### src/rtl/mem_ctrl_burst.sv
// Byte-serial memory controller: arbitrates a data port (1/2/4-byte load/store) and an
// instruction-line port onto an 8-bit RAM whose read data arrives one cycle after the address.
module mem_ctrl_burst #(
    parameter int LINE_WORDS    = 4,
    parameter int DATA_PRIORITY = 1
) (
    input  logic                     clk_in,
    input  logic                     rst_in,
    input  logic                     jump_or_not_in,
    input  logic                     mem_enable_in,
    input  logic                     mem_read_or_write_in,
    input  logic [2:0]               mem_width_in,
    input  logic [31:0]              mem_address_in,
    input  logic [31:0]              mem_target_data_in,
    output logic                     mem_enable_out,
    output logic [31:0]              mem_rdata_out,
    output logic                     mem_busy_out,
    input  logic                     inst_enable_in,
    input  logic [31:0]              inst_address_in,
    output logic                     inst_enable_out,
    output logic [32*LINE_WORDS-1:0] inst_data_out,
    output logic                     inst_busy_out,
    input  logic [7:0]               ram_data_in,
    output logic [7:0]               ram_data_out,
    output logic [31:0]              ram_address_out,
    output logic                     ram_wr,
    input  logic                     io_buffer_full
);
    localparam int          NB        = 4 * LINE_WORDS;
    localparam int          BW        = 32 * LINE_WORDS;
    localparam logic [5:0]  NB_L      = 6'(NB);
    localparam logic [31:0] LINE_MASK = ~32'(NB - 1);

    localparam logic [2:0] S_IDLE    = 3'd0;
    localparam logic [2:0] S_DATA_RD = 3'd1;
    localparam logic [2:0] S_DATA_WR = 3'd2;
    localparam logic [2:0] S_INST_RD = 3'd3;
    localparam logic [2:0] S_DONE    = 3'd4;

    logic [2:0]    state_q, state_d;
    logic [5:0]    idx_q, idx_d;
    logic [5:0]    n_q, n_d;
    logic [31:0]   base_q, base_d;
    logic [31:0]   wdata_q, wdata_d;
    logic [31:0]   rdata_q, rdata_d;
    logic          inst_q, inst_d;
    logic [BW-1:0] buf_q, buf_d;
    logic [BW-1:0] idata_q, idata_d;

    logic [31:0] byte_addr;
    logic [7:0]  wbyte;
    logic        io_stall;
    logic        take_data;
    logic        take_inst;

    assign byte_addr = base_q + {26'd0, idx_q};
    assign io_stall  = (byte_addr[17:16] == 2'b11) && io_buffer_full;
    assign take_data = mem_enable_in && (!inst_enable_in || (DATA_PRIORITY != 0));
    assign take_inst = inst_enable_in && !take_data;

    assign mem_rdata_out = rdata_q;
    assign inst_data_out = idata_q;

    always_comb begin
        wbyte = wdata_q[7:0];
        case (idx_q[1:0])
            2'd1:    wbyte = wdata_q[15:8];
            2'd2:    wbyte = wdata_q[23:16];
            2'd3:    wbyte = wdata_q[31:24];
            default: wbyte = wdata_q[7:0];
        endcase
    end

    always_comb begin
        state_d         = state_q;
        idx_d           = idx_q;
        n_d             = n_q;
        base_d          = base_q;
        wdata_d         = wdata_q;
        inst_d          = inst_q;
        buf_d           = buf_q;
        rdata_d         = rdata_q;
        idata_d         = idata_q;
        ram_address_out = '0;
        ram_data_out    = '0;
        ram_wr          = 1'b0;
        mem_enable_out  = 1'b0;
        inst_enable_out = 1'b0;
        mem_busy_out    = 1'b0;
        inst_busy_out   = 1'b0;
        case (state_q)
            S_IDLE: begin
                if (take_data) begin
                    state_d = mem_read_or_write_in ? S_DATA_WR : S_DATA_RD;
                    base_d  = mem_address_in;
                    wdata_d = mem_target_data_in;
                    inst_d  = 1'b0;
                    idx_d   = '0;
                    buf_d   = '0;
                    case (mem_width_in)
                        3'd1:    n_d = 6'd1;
                        3'd2:    n_d = 6'd2;
                        default: n_d = 6'd4;
                    endcase
                end else if (take_inst) begin
                    state_d = S_INST_RD;
                    base_d  = inst_address_in & LINE_MASK;
                    wdata_d = '0;
                    inst_d  = 1'b1;
                    idx_d   = '0;
                    n_d     = NB_L;
                    buf_d   = '0;
                end
            end
            S_DATA_RD, S_INST_RD: begin
                mem_busy_out  = (state_q == S_DATA_RD);
                inst_busy_out = (state_q == S_INST_RD);
                if (idx_q != n_q) ram_address_out = byte_addr;
                // RAM answers one cycle late: this cycle's ram_data_in is byte idx-1
                for (int k = 0; k < NB; k++) begin
                    if (idx_q == 6'(k + 1)) buf_d[8*k +: 8] = ram_data_in;
                end
                if (idx_q == n_q) begin
                    state_d = S_DONE;
                    if (inst_q) idata_d = buf_d;
                    else        rdata_d = buf_d[31:0];
                end else begin
                    idx_d = idx_q + 6'd1;
                end
                if (inst_q && jump_or_not_in) begin
                    state_d = S_IDLE;
                    idata_d = idata_q;
                end
            end
            S_DATA_WR: begin
                mem_busy_out = 1'b1;
                if (!io_stall) begin
                    ram_wr          = 1'b1;
                    ram_address_out = byte_addr;
                    ram_data_out    = wbyte;
                    if (idx_q == n_q - 6'd1) state_d = S_DONE;
                    else                     idx_d   = idx_q + 6'd1;
                end
            end
            S_DONE: begin
                mem_enable_out  = !inst_q;
                inst_enable_out = inst_q;
                state_d         = S_IDLE;
            end
            default: state_d = S_IDLE;
        endcase
    end

    always_ff @(posedge clk_in) begin
        if (rst_in) begin
            state_q <= S_IDLE;
            idx_q   <= '0;
            n_q     <= '0;
            base_q  <= '0;
            wdata_q <= '0;
            inst_q  <= 1'b0;
            buf_q   <= '0;
            rdata_q <= '0;
            idata_q <= '0;
        end else begin
            state_q <= state_d;
            idx_q   <= idx_d;
            n_q     <= n_d;
            base_q  <= base_d;
            wdata_q <= wdata_d;
            inst_q  <= inst_d;
            buf_q   <= buf_d;
            rdata_q <= rdata_d;
            idata_q <= idata_d;
        end
    end

endmodule

### config.mk
export PLATFORM = sky130hd
export DESIGN_NAME = mem_ctrl_burst
export DESIGN_NICKNAME = d
export VERILOG_FILES = /design/src/rtl/mem_ctrl_burst.sv
export SDC_FILE = /design/constraint.sdc
export NUM_CORES = 1
export LEC_CHECK = 0
export ABC_AREA = 1
export CAP_MARGIN = 40
export CORE_ASPECT_RATIO = 1.5
export CORE_MARGIN = 5
export CORE_UTILIZATION = 30
export DETAILED_ROUTE_END_ITERATION = 7
export SLEW_MARGIN = 20
export SYNTH_ARGS = -nofsm -noshare
export SYNTH_HDL_FRONTEND = slang
export SYNTH_SLANG_ARGS = --single-unit
export TNS_END_PERCENT = 100
### constraint.sdc
create_clock -name clk_in -period 3.1 [get_ports clk_in]
set_clock_uncertainty 0.05 [all_clocks]
set_input_delay 0.465 -clock clk_in [delete_from_list [all_inputs] [get_ports clk_in]]
set_output_delay 0.465 -clock clk_in [all_outputs]
set_load 0.005 [all_outputs]
==> results.md, run 1 <==
- Data required time of the critical path: 2.58 ns
- Period minus WS final: 3.258 ns
- Grt ovf: 0
- Total cell area at the placement stage: 20,690 sq um
- Tot GR Track Use: 18.41%
- Reg-to-reg critical path endpoint: inst_data_out[46]$_SDFFE_PP0P_
- Utilization of the core after routing: 40.91%
- Top-level port count: 319
- Synthesized-area fraction occupied by ao, oa, aoi and oai cells: 16.56%
- Synth Area in XOR/XNOR: 1.715%
- Worst ir drop on vdd: 0.6413 mV
- Fin nets: 2,701
- TritonCTS clock tree: built
- Failing checks: negative setup slack
- Combinational power share: 36.0%
- Total clock sinks: 365
- Share of synthesized area occupied by flip-flops and latches: 43.37%
- Met3 GRT Util: 3.614%
- Most repeated library cell on the critical path: nand2_2
- Yosys warning count: 0
- Root cell of the clock tree: clkbuf_16
- Levels on crit path: 15
- Power density over cell area: 728.8 nW/um^2
- Post-detail-place hpwl: 38,730 um
- WP buf/inv: 4
- Worst-path clk slew: 0.06 ns
- Die boundary height: 300.2 um
- Routability-driven placement congestion ratio: 0.8554
- Switching power of the nets: 6.138 mW
- Post-synthesis instance area: 16,850 sq um
- Leakage component of the power: 9.810 nW
- Timing-limited maximum frequency: 306.9 MHz
- Final number of setup-violating endpoints: 37
- First-pass GRT wire length: 90,270 um
- Relative contribution of sequential cells to total power: 33.6%
- Final Instance Area: 22,790 sq um
- Die Area: 61,100 sq um
- Number of global-route vias before repair: 15.87k
- Cell-internal power: 10.47 mW
- Clock network power share: 30.4%
- Crit path max-delay family: simple AND/OR/NAND/NOR gates
- Length of the first detailed-routing pass in iterations: 5
- Sequential cell area in the final layout: 7320 sq um
- Final slew viol count: 0
- Count of unique library cells instantiated by Yosys: 40
- Number of fill cells in the layout: 5,635
- Final-report hold violation count: 0
- Synth-to-layout area growth: 35.26%
- Multiplexer fraction of the synthesized cell area: 6.594%
- Routed vias: 16.31k
- CTS H-tree lvls: 2
- Leading cell types in the layout, fill and taps excluded: nand2_1, dfxtp_1, a21oi_1, clkdlybuf4s50_1, inv_1
- Clock insertion delay at the later pin of the skew report: 0.56 ns
- Antenna Violating Nets Remaining: 0
- Critical path arrival: 2.74 ns
- Multi-input combinational cell area: 8371 sq um
- Placed instance count: 3,201
- Flop-to-flop setup slack: 0.11 ns
- Synthesized area per cell: 7.361 sq um
- Post-synthesis register bit count: 365
- Crit path from: base_q[0]$_SDFFE_PP0P_
- Capturing element type of the critical path: output pin
- Syn Inst Count: 2,289
- Layout cells sized above 1: 13.07%
- GRT met2 Usage: 33.54%
- Total wire length after detailed routing: 59,140 um
- Largest fanout on the critical path: 7
- Net Sw Frac: 36.96%
- Worst Setup Start Kind: register
- Final cell count without fillers: 3,304
- Number of nets in the synthesized netlist: 2,416
- Actual slew at the worst max-slew pin: 0.8454 ns
- Depth of the worst register-to-register path: 10
- Width of the chip: 203.5 um
- Crit Path Class: register to output pin
- Class of the tightest hold or removal check: primary input to register
- Count of input and output buffers: 314
- Delay contributed by the slowest stage of the critical path: 0.35 ns
- Worst-case setup margin in the final layout: -0.1581 ns
- Inserted Diodes: 0
- Number of remaining DRC errors: 0
- Adder-cell share of the synthesized area: 1.010%
- Relative max-transition margin: 43.20%
- Commonest non-fill, non-tap cell in the layout: nand2_1
- Maxcap violations: 0
- Number of buffers on the longest clock path: 3
- Post-synthesis share of cell area spent on and, or, nand and nor gates: 21.26%
- Final clock period utilization by the worst path: 105.1%
- Num CTS Buffers: 40
- Maximum number of pins on one net before global-route repair: 170
- Reg-to-reg startpoint: idx_q[0]$_SDFFE_PP0P_
- Setup repair after global routing missed its margin: yes
- Termination of the worst setup path: ram_address_out[26]
- Antenna violations before repair: 1
- GRT Max-Usage Layer: met2
- Dominant combinational cell family by area after synthesis: simple AND/OR/NAND/NOR gates
- Run status: complete, but fails checks
- Drt first-iter violations: 945
- Slowest CP cell: fa_2
- Ratio of routed vias to standard cells: 4.935
- Routed WL per cell: 17.90 um
- Met1 routing resource usage after global routing: 21.44%
- Total power: 16.61 mW
- Sequence of cells on the critical path: ha_4 > fa_2 > nand3_2 > nand2_2 > nand2_2 > nand2_4 > nand3_2 > nand2_2 > nand3_4 > nand2_8 > buf_12 > buf_16 > buf_6 > a21oi_2 > buf_2
- Rows: 106
- Initial core utilization: 30.25%
- Core region area: 55,700 sq um
[synth_stat cells]
cell	number	share of area, %
nor3_2	1	0.059
buf_1	4	0.089
xor2_1	28	1.5
buf_2	39	1.2
and3_1	1	0.037
nor2_2	2	0.074
dfxtp_1	365	43
nor2_1	72	1.6
inv_2	4	0.089
buf_6	4	0.27
nor4_4	1	0.13
o211a_1	17	1.0
a211oi_1	1	0.045
o22ai_1	18	0.67
a21boi_1	4	0.18
or2_4	1	0.052
nand4_1	6	0.22
nand3_1	156	4.6
o41ai_1	1	0.052
nor3_1	11	0.33
a31oi_1	29	1.1
nand3_2	1	0.059
mux2i_1	111	6.6
inv_1	232	5.2
a21oi_2	21	1.1
buf_4	1	0.045
xnor2_1	5	0.26
nand2_2	20	0.74
a21oi_1	325	9.7
a31o_2	1	0.052
or2_2	1	0.037
o21ai_1	1	0.030
buf_8	3	0.27
fa_1	1	0.12
nand4_2	1	0.074
ha_1	12	0.89
nand2_1	587	13
nor2_4	2	0.13
clkbuf_1	108	2.4
o21ai_0	91	2.7
[cell type report]
| type | count | area share [%] |
|---|---|---|
| inverter | 236 | 3.931 |
| clock inverter | 14 | 0.9553 |
| clock buffer | 56 | 5.106 |
| tap | 702 | 3.854 |
| timing repair buffer | 402 | 17.31 |
| sequential | 365 | 32.12 |
| multi-input combinational | 1529 | 36.73 |
[sequential cells by signal, summed over array words and instances, names as in the netlist]
register       count
inst_data_out    128
base_q            32
state_q            3
mem_rdata_out     32
buf_q            128
idx_q              6
n_q                4
wdata_q           32
[power by group through the flow]
stage	logic [mW]	registers, mW	clock network (mW)
detailed placement	5.22	5.63	0
finish	5.97	5.58	5.06
floorplan	3.11	5.54	0
CTS	5.65	5.57	5.21
global route	6.48	5.63	5.40
global placement	5.17	5.62	0
[timing repair]
action / CTS / global route
hold buffers: 0 / 0
gates cloned: 7 / 0
buffers inserted: 19 / 7
gates resized for setup: 221 / 79
setup endpoints to repair: 41 / 100
pin swaps: 21 / 26
[stage by stage]
stage               TNS, ns  hold WS (ns)  worst slack (ns)
floorplan                 0        0.3878            0.5428
global placement          0        0.3826           0.02097
detailed placement        0        0.3870           0.07501
CTS                  -4.497        0.2012           -0.2385
global route         -7.300        0.2067           -0.2692
finish               -2.473        0.2226           -0.1581
[logic make-up after synthesis]
| logic type | count (synthesis) |
|---|---|
| AOI/OAI and AO/OA | 509 |
| xor gates and xnor gates | 33 |
| adders and majority gates | 13 |
| buffers and inverters | 395 |
| DFF | 365 |
| muxes | 111 |
| and+or+nand+nor | 863 |
[metal layers]
metal,wire (um),vias up
li1,-,8014
met1,23740,7734
met2,30030,451
met3,3413,105
met4,1951,2
met5,9,-
[worst min-delay path by stage]
stage                              startpoint                        endpoint  slack [ns]  cells past startpoint
5_1_grt                                rst_in         wdata_q[2]$_SDFFE_PP0P_        0.21                      2
4_1_cts                                rst_in         buf_q[116]$_SDFFE_PP0P_        0.20                      2
3_5_place_dp   mem_rdata_out[30]$_SDFFE_PP0P_  mem_rdata_out[30]$_SDFFE_PP0P_        0.39                      2
6_report                               rst_in         wdata_q[2]$_SDFFE_PP0P_        0.22                      2
2_1_floorplan         wdata_q[0]$_SDFFE_PP0P_         wdata_q[0]$_SDFFE_PP0P_        0.39                      2
3_3_place_gp    mem_rdata_out[2]$_SDFFE_PP0P_   mem_rdata_out[2]$_SDFFE_PP0P_        0.38                      2
[worst register-to-register path, stage by stage (launching register included)]
cell and delay (ns):
dfxtp_2 0.33, buf_4 0.16, inv_1 0.11, ha_1 0.49, inv_1 0.08, nor2_1 0.57, nand2_1 0.52, mux2i_1 0.28
inv_1 0.08, nand2_1 0.10, a21oi_1 0.09
(Power assumes the default switching activity.)
==> inputs of run 2 (changes only) <==
--- a/config.mk
+++ b/config.mk
@@ -10,6 +10,7 @@
 export CORE_ASPECT_RATIO = 1.5
 export CORE_MARGIN = 5
 export CORE_UTILIZATION = 30
+export CTS_CLUSTER_SIZE = 14
 export DETAILED_ROUTE_END_ITERATION = 7
 export SLEW_MARGIN = 20
 export SYNTH_ARGS = -nofsm -noshare
==> results.md, run 2 (same netlist as run 1, synthesis figures left out) <==
- Tot GR Track Use: 18.42% (about the same)
- Routability-driven placement congestion ratio: 0.8554 (unchanged)
- Number of buffers on the longest clock path: 3 (unchanged)
- Sequence of cells on the critical path: ha_4 > fa_2 > nand3_2 > nand2_2 > nand2_2 > nand2_4 > nand3_2 > nand2_2 > nand3_4 > nand2_8 > buf_12 > buf_6 > buf_6 > a21oi_2 > buf_2
- Number of remaining DRC errors: 0 (unchanged)
- Initial core utilization: 30.25% (unchanged)
- CTS H-tree lvls: 2 (unchanged)
- Die Area: 61,100 sq um (unchanged)
- Drt first-iter violations: 976 (+3.3%)
- Final number of setup-violating endpoints: 37 (unchanged)
- Inserted Diodes: 0 (unchanged)
- Total clock sinks: 365 (unchanged)
- Antenna Violating Nets Remaining: 0 (unchanged)
- WP buf/inv: 4 (unchanged)
- Top-level port count: 319 (unchanged)
- Power density over cell area: 728.2 nW/um^2 (about the same)
- Synth-to-layout area growth: 35.31% (about the same)
- Post-detail-place hpwl: 38,730 um (unchanged)
- Root cell of the clock tree: clkbuf_16
- Total cell area at the placement stage: 20,690 sq um (unchanged)
- Length of the first detailed-routing pass in iterations: 5 (unchanged)
- Flop-to-flop setup slack: 0.10 ns (about the same)
- Minimum hold slack: 0.2212 ns (-0.001384 ns)
- Post-Route Setup TNS: -2.497 ns (-0.02371 ns)
- Maximum number of pins on one net before global-route repair: 170 (unchanged)
- Commonest non-fill, non-tap cell in the layout: nand2_1
- Delay contributed by the slowest stage of the critical path: 0.35 ns (about the same)
- Maxcap violations: 0 (unchanged)
- Width of the chip: 203.5 um (unchanged)
- Setup repair after global routing missed its margin: yes
- Fin nets: 2,701 (unchanged)
- Leading cell types in the layout, fill and taps excluded: nand2_1, dfxtp_1, a21oi_1, clkdlybuf4s50_1, inv_1
- Relative max-transition margin: 40.76% (-2.4 points)
- Worst-case setup margin in the final layout: -0.1580 ns (+0.00009500 ns)
- Utilization of the core after routing: 40.93% (about the same)
- Total power: 16.60 mW (about the same)
- Final cell count without fillers: 3,305 (+0.030%)
- Largest fanout on the critical path: 7 (unchanged)
- Most repeated library cell on the critical path: nand2_2
- Antenna violations before repair: 1 (unchanged)
- Leakage component of the power: 9.812 nW (about the same)
- Crit Path Class: register to output pin
- Period minus WS final: 3.258 ns (-0.00009500 ns)
- Capturing element type of the critical path: output pin
- Final clock period utilization by the worst path: 105.1% (about the same)
- Total wire length after detailed routing: 59,220 um (+0.14%)
- Worst-path clk slew: 0.06 ns (about the same)
- Class of the tightest hold or removal check: primary input to register
- Final Instance Area: 22,800 sq um (about the same)
- Failing checks: negative setup slack
- TritonCTS clock tree: built
- Worst Setup Start Kind: register
- Worst ir drop on vdd: 0.6334 mV (-1.2%)
- Worst Setup Slack post-DPL: 0.07501 ns (unchanged)
- Critical path arrival: 2.74 ns (about the same)
- Timing-limited maximum frequency: 306.9 MHz (about the same)
- Count of input and output buffers: 314 (unchanged)
- Final-report hold violation count: 0 (unchanged)
- Die boundary height: 300.2 um (unchanged)
- Rows: 106 (unchanged)
- Placed instance count: 3,201 (unchanged)
- Actual slew at the worst max-slew pin: 0.8885 ns (+0.04309 ns)
- Slowest CP cell: fa_2
- Ratio of routed vias to standard cells: 4.940 (about the same)
- Num CTS Buffers: 40 (unchanged)
- Crit path max-delay family: simple AND/OR/NAND/NOR gates
- Run status: complete, but fails checks
- Routed vias: 16.33k (+0.12%)
- Layout cells sized above 1: 13.14% (+0.072 points)
- Grt ovf: 0 (unchanged)
- Data required time of the critical path: 2.58 ns (about the same)
- Clock insertion delay at the later pin of the skew report: 0.56 ns (about the same)
- Routed WL per cell: 17.92 um (+0.11%)
- Core region area: 55,700 sq um (unchanged)
- First-pass GRT wire length: 90,290 um (about the same)
- Number of global-route vias before repair: 15.88k (+0.019%)
- Final slew viol count: 0 (unchanged)
## run 2: changes by cell type in the layout (fill, tap and decap cells not counted), sizes merged
cell,previous run,this run
bufinv,5,4
clkbuf,56,57
clkinvlp,0,1
## run 2: layer usage
| metal | part of all wire [%] | wire length, um | GRT usage [%] | vias up |
|---|---|---|---|---|
| met3 | 5.9 | 3474 | 3.690 | 103 |
| met4 | 3.2 | 1868 | 6.155 | 2 |
| met1 | 40 | 23750 | 21.43 | 7709 |
| met2 | 51 | 30110 | 33.63 | 503 |
| met5 | 0.015 | 9 | 0 | - |
| li1 | - | - | - | 8009 |
## run 2: layout make-up
| type | count | area [sq um] |
|---|---|---|
| clock inverter | 14 | 202.7 |
| clock buffer | 57 | 1187 |
| inverter | 236 | 895.9 |
| timing repair buffer | 402 | 3944 |
| sequential | 365 | 7320 |
| fill | 5643 | 32910 |
| multi-input combinational | 1529 | 8371 |
| tap | 702 | 878.3 |
## run 2: final timing paths
path | to | start | cells past startpoint
setup reg to reg | inst_data_out[46]$_SDFFE_PP0P_ | idx_q[0]$_SDFFE_PP0P_ | 10
setup / recovery | ram_address_out[30] | base_q[0]$_SDFFE_PP0P_ | 15
hold / removal | wdata_q[3]$_SDFFE_PP0P_ | rst_in | 2
hold reg to reg | mem_rdata_out[6]$_SDFFE_PP0P_ | mem_rdata_out[6]$_SDFFE_PP0P_ | 2
## run 2: power breakdown
part | total (mW) | internal [mW] | switching, mW
clock | 5.05 | 3.02 | 2.04
combinational | 5.97 | 2.27 | 3.71
sequential | 5.58 | 5.16 | 0.415
## run 2: what timing repair did
item	in CTS	in global routing
cloned	7	0
pin swaps	21	26
hold buffers	0	0
setup endpoints to repair	41	98
buffers inserted	19	7
gates resized for setup	221	79
==> inputs of run 3 (changes only) <==
--- a/config.mk
+++ b/config.mk
@@ -9,7 +9,8 @@
 export CAP_MARGIN = 40
 export CORE_ASPECT_RATIO = 1.5
 export CORE_MARGIN = 5
-export CORE_UTILIZATION = 30
+export CORE_UTILIZATION = 40
+export CTS_CLUSTER_DIAMETER = 30
 export CTS_CLUSTER_SIZE = 14
 export DETAILED_ROUTE_END_ITERATION = 7
 export SLEW_MARGIN = 20
==> results.md, run 3 (same netlist as run 1, synthesis figures left out) <==
- Class of the tightest hold or removal check: primary input to register
- Width of the chip: 177.6 um (-13%)
- Routed WL per cell: 17.38 um (-3.0%)
- TritonCTS clock tree: built
- Depth of the worst register-to-register path: 10 (unchanged)
- Routed length on met2: 28,060 um (-6.8%)
- Drt first-iter violations: 1,173 (+20%)
- Uppermost metal layer occupied by signal nets: met5
- Commonest non-fill, non-tap cell in the layout: nand2_1
- Maximum number of pins on one net before global-route repair: 188 (+11%)
- Sequence of cells on the critical path: ha_4 > nand2_2 > nand2_2 > nand2_1 > nand2_2 > nand2_4 > nand3_4 > nand2_1 > nand2_1 > nand2_2 > nand3_4 > nand2_8 > buf_12 > buf_12 > nand2_1 > and3_1 > buf_2
- Final clock period utilization by the worst path: 103.3% (-1.8 points)
- Delay contributed by the slowest stage of the critical path: 0.33 ns (-0.02 ns)
- Destination of the worst hold path: wdata_q[22]$_SDFFE_PP0P_
- First-pass GRT wire length: 85,550 um (-5.2%)
- Tot GR Track Use: 22.85% (+4.4 points)
- Worst-case setup margin in the final layout: -0.1017 ns (+0.05638 ns)
- Count of input and output buffers: 314 (unchanged)
- Startpoint of the most critical hold path: rst_in
- Number of remaining DRC errors: 0 (unchanged)
- Final slew viol count: 0 (unchanged)
- Total wire length after detailed routing: 55,750 um (-5.9%)
- Fin nets: 2,720 (+0.70%)
- Synth-to-layout area growth: 37.72%
- Flop-to-flop setup slack: 0.40 ns (+0.30 ns)
- Leading cell types in the layout, fill and taps excluded: nand2_1, dfxtp_1, a21oi_1, clkdlybuf4s50_1, inv_1
- Slowest CP cell: dfxtp_2
- Worst Setup Start Kind: register
- Post-detail-place hpwl: 35,100 um (-9.4%)
- Routability-driven placement congestion ratio: 0.8884 (+3.9%)
- Core region area: 41,900 sq um (-25%)
- Placed instance count: 3,058 (-4.5%)
- Relative max-transition margin: 31.17% (-9.6 points)
- Power density over cell area: 791.4 nW/um^2 (+8.7%)
- Final-report hold violation count: 0 (unchanged)
- Setup repair after global routing missed its margin: yes
- Total power: 18.36 mW (+11%)
- Leakage component of the power: 10.13 nW (+3.2%)
- Timing-limited maximum frequency: 312.3 MHz (+1.8%)
- Die Area: 46,410 sq um (-24%)
- Critical path arrival: 2.69 ns (-0.05 ns)
- Hold Path Stages: 2 (unchanged)
- Top-level port count: 319 (unchanged)
- Failing checks: negative setup slack
- Initial core utilization: 40.21% (+10 points)
- Crit path max-delay family: simple AND/OR/NAND/NOR gates
- Actual slew at the worst max-slew pin: 1.032 ns (+0.1439 ns)
- Total clock sinks: 365 (unchanged)
- Antenna violations before repair: 2 (+1)
- Num CTS Buffers: 66 (+65%)
- Capturing element type of the critical path: output pin
- Maxcap violations: 0 (unchanged)
- Die boundary height: 261.4 um (-13%)
- Routed vias: 16.49k (+0.98%)
- Grt ovf: 0 (unchanged)
- Reg-to-reg startpoint: idx_q[0]$_SDFFE_PP0P_
- Detail Route met3 WL: 3304 um (-4.9%)
- Antenna Violating Nets Remaining: 0 (unchanged)
- Post-Route M1 WL: 22,500 um (-5.3%)
- Count of hold buffers inserted by post-cts repair: 0 (unchanged)
- Run status: complete, but fails checks
- Data required time of the critical path: 2.58 ns (about the same)
- Reg-to-reg critical path endpoint: buf_q[110]$_SDFFE_PP0P_
- Worst-path clk slew: 0.05 ns (about the same)
- Layout cells sized above 1: 13.70% (+0.56 points)
- WP buf/inv: 3 (-1)
- Period minus WS final: 3.202 ns (-0.05638 ns)
- Root cell of the clock tree: clkbuf_16
- Worst ir drop on vdd: 0.4009 mV (-37%)
- Length of the first detailed-routing pass in iterations: 5 (unchanged)
- Final number of setup-violating endpoints: 18 (-51%)
- CTS H-tree lvls: 3 (+1)
- Largest fanout on the critical path: 6 (-1)
- Clock insertion delay at the later pin of the skew report: 0.57 ns (about the same)
- Number of fill cells in the layout: 3,994 (-29%)
- Number of buffers on the longest clock path: 3 (unchanged)
- Number of global-route vias before repair: 15.96k (+0.54%)
- Ratio of routed vias to standard cells: 5.139 (+4.0%)
- Rows: 92 (-13%)
- Crit Path Class: register to output pin
- Final cell count without fillers: 3,208 (-2.9%)
## run 3: worst max path at each step
| stage | to | depth (start not counted) | start | slack [ns] |
|---|---|---|---|---|
| floorplan | ram_address_out[15] | 13 | idx_q[0]$_SDFFE_PP0P_ | 0.54 |
| global placement | ram_address_out[22] | 15 | idx_q[0]$_SDFFE_PP0P_ | 0.07 |
| detailed placement | ram_address_out[22] | 15 | idx_q[0]$_SDFFE_PP0P_ | 0.04 |
| CTS | ram_address_out[2] | 14 | base_q[0]$_SDFFE_PP0P_ | -0.13 |
| global route | ram_address_out[25] | 15 | base_q[2]$_SDFFE_PP0P_ | -0.21 |
| finish | ram_address_out[22] | 17 | base_q[2]$_SDFFE_PP0P_ | -0.10 |
## run 3: layer usage
| layer | track usage [%] | vias to the layer above |
|---|---|---|
| li1 | - | 8066 |
| met1 | 27.14 | 7809 |
| met2 | 40.09 | 487 |
| met3 | 4.563 | 122 |
| met4 | 9.503 | 2 |
| met5 | 0 | - |
## run 3: stage by stage
step                      TNS, ns  hold WS, ns  area, sq um  worst slack (ns)  util (%)
after floorplan                 0       0.3878        16850            0.5428         -
after global placement          0       0.3851        20420           0.06938     48.74
after detailed placement        0       0.3881        20450           0.04055     48.81
after CTS                  -1.649       0.3090        23100           -0.1319     55.14
after global routing       -4.442       0.3472        23200           -0.2116     55.38
final                     -0.8768       0.3014        23200           -0.1017     55.38
## run 3: repair_timing
action	CTS	global route
gates resized for setup	211	46
pin swaps	19	27
endpoints found under the setup margin	41	41
buffers inserted	22	6
gates cloned	5	0
## run 3: power by group
group          internal (mW)  switching [mW]  leakage (nW)  total [mW]
logic                   2.00            3.47          6.08        5.47
clock network           4.83            2.48          1.09        7.30
registers               5.17           0.415          2.96        5.59
total                   12.0            6.36          10.1        18.4
## run 3: cell type report
type	count	area (sq um)	share of cell area (%)
Multi-Input combinational cell	1529	8284	35.70
Sequential cell	365	7322	31.56
Timing Repair Buffer	395	3731	16.08
Clock buffer	79	1802	7.765
Inverter	236	895.9	3.861
Tap cell	564	705.7	3.041
Clock inverter	39	460.4	1.984
Antenna cell	1	2.502	0.01078
## run 3: worst reg2reg max path, cell delays in order, from the launching register on
cell     delay (ns)
dfxtp_2        0.33
buf_4          0.16
inv_1          0.10
ha_1           0.41
inv_1          0.09
nor2_1         0.38
nand2_1        0.44
o21ai_0        0.37
o22ai_1        0.11
inv_1          0.09
nor2_1         0.04
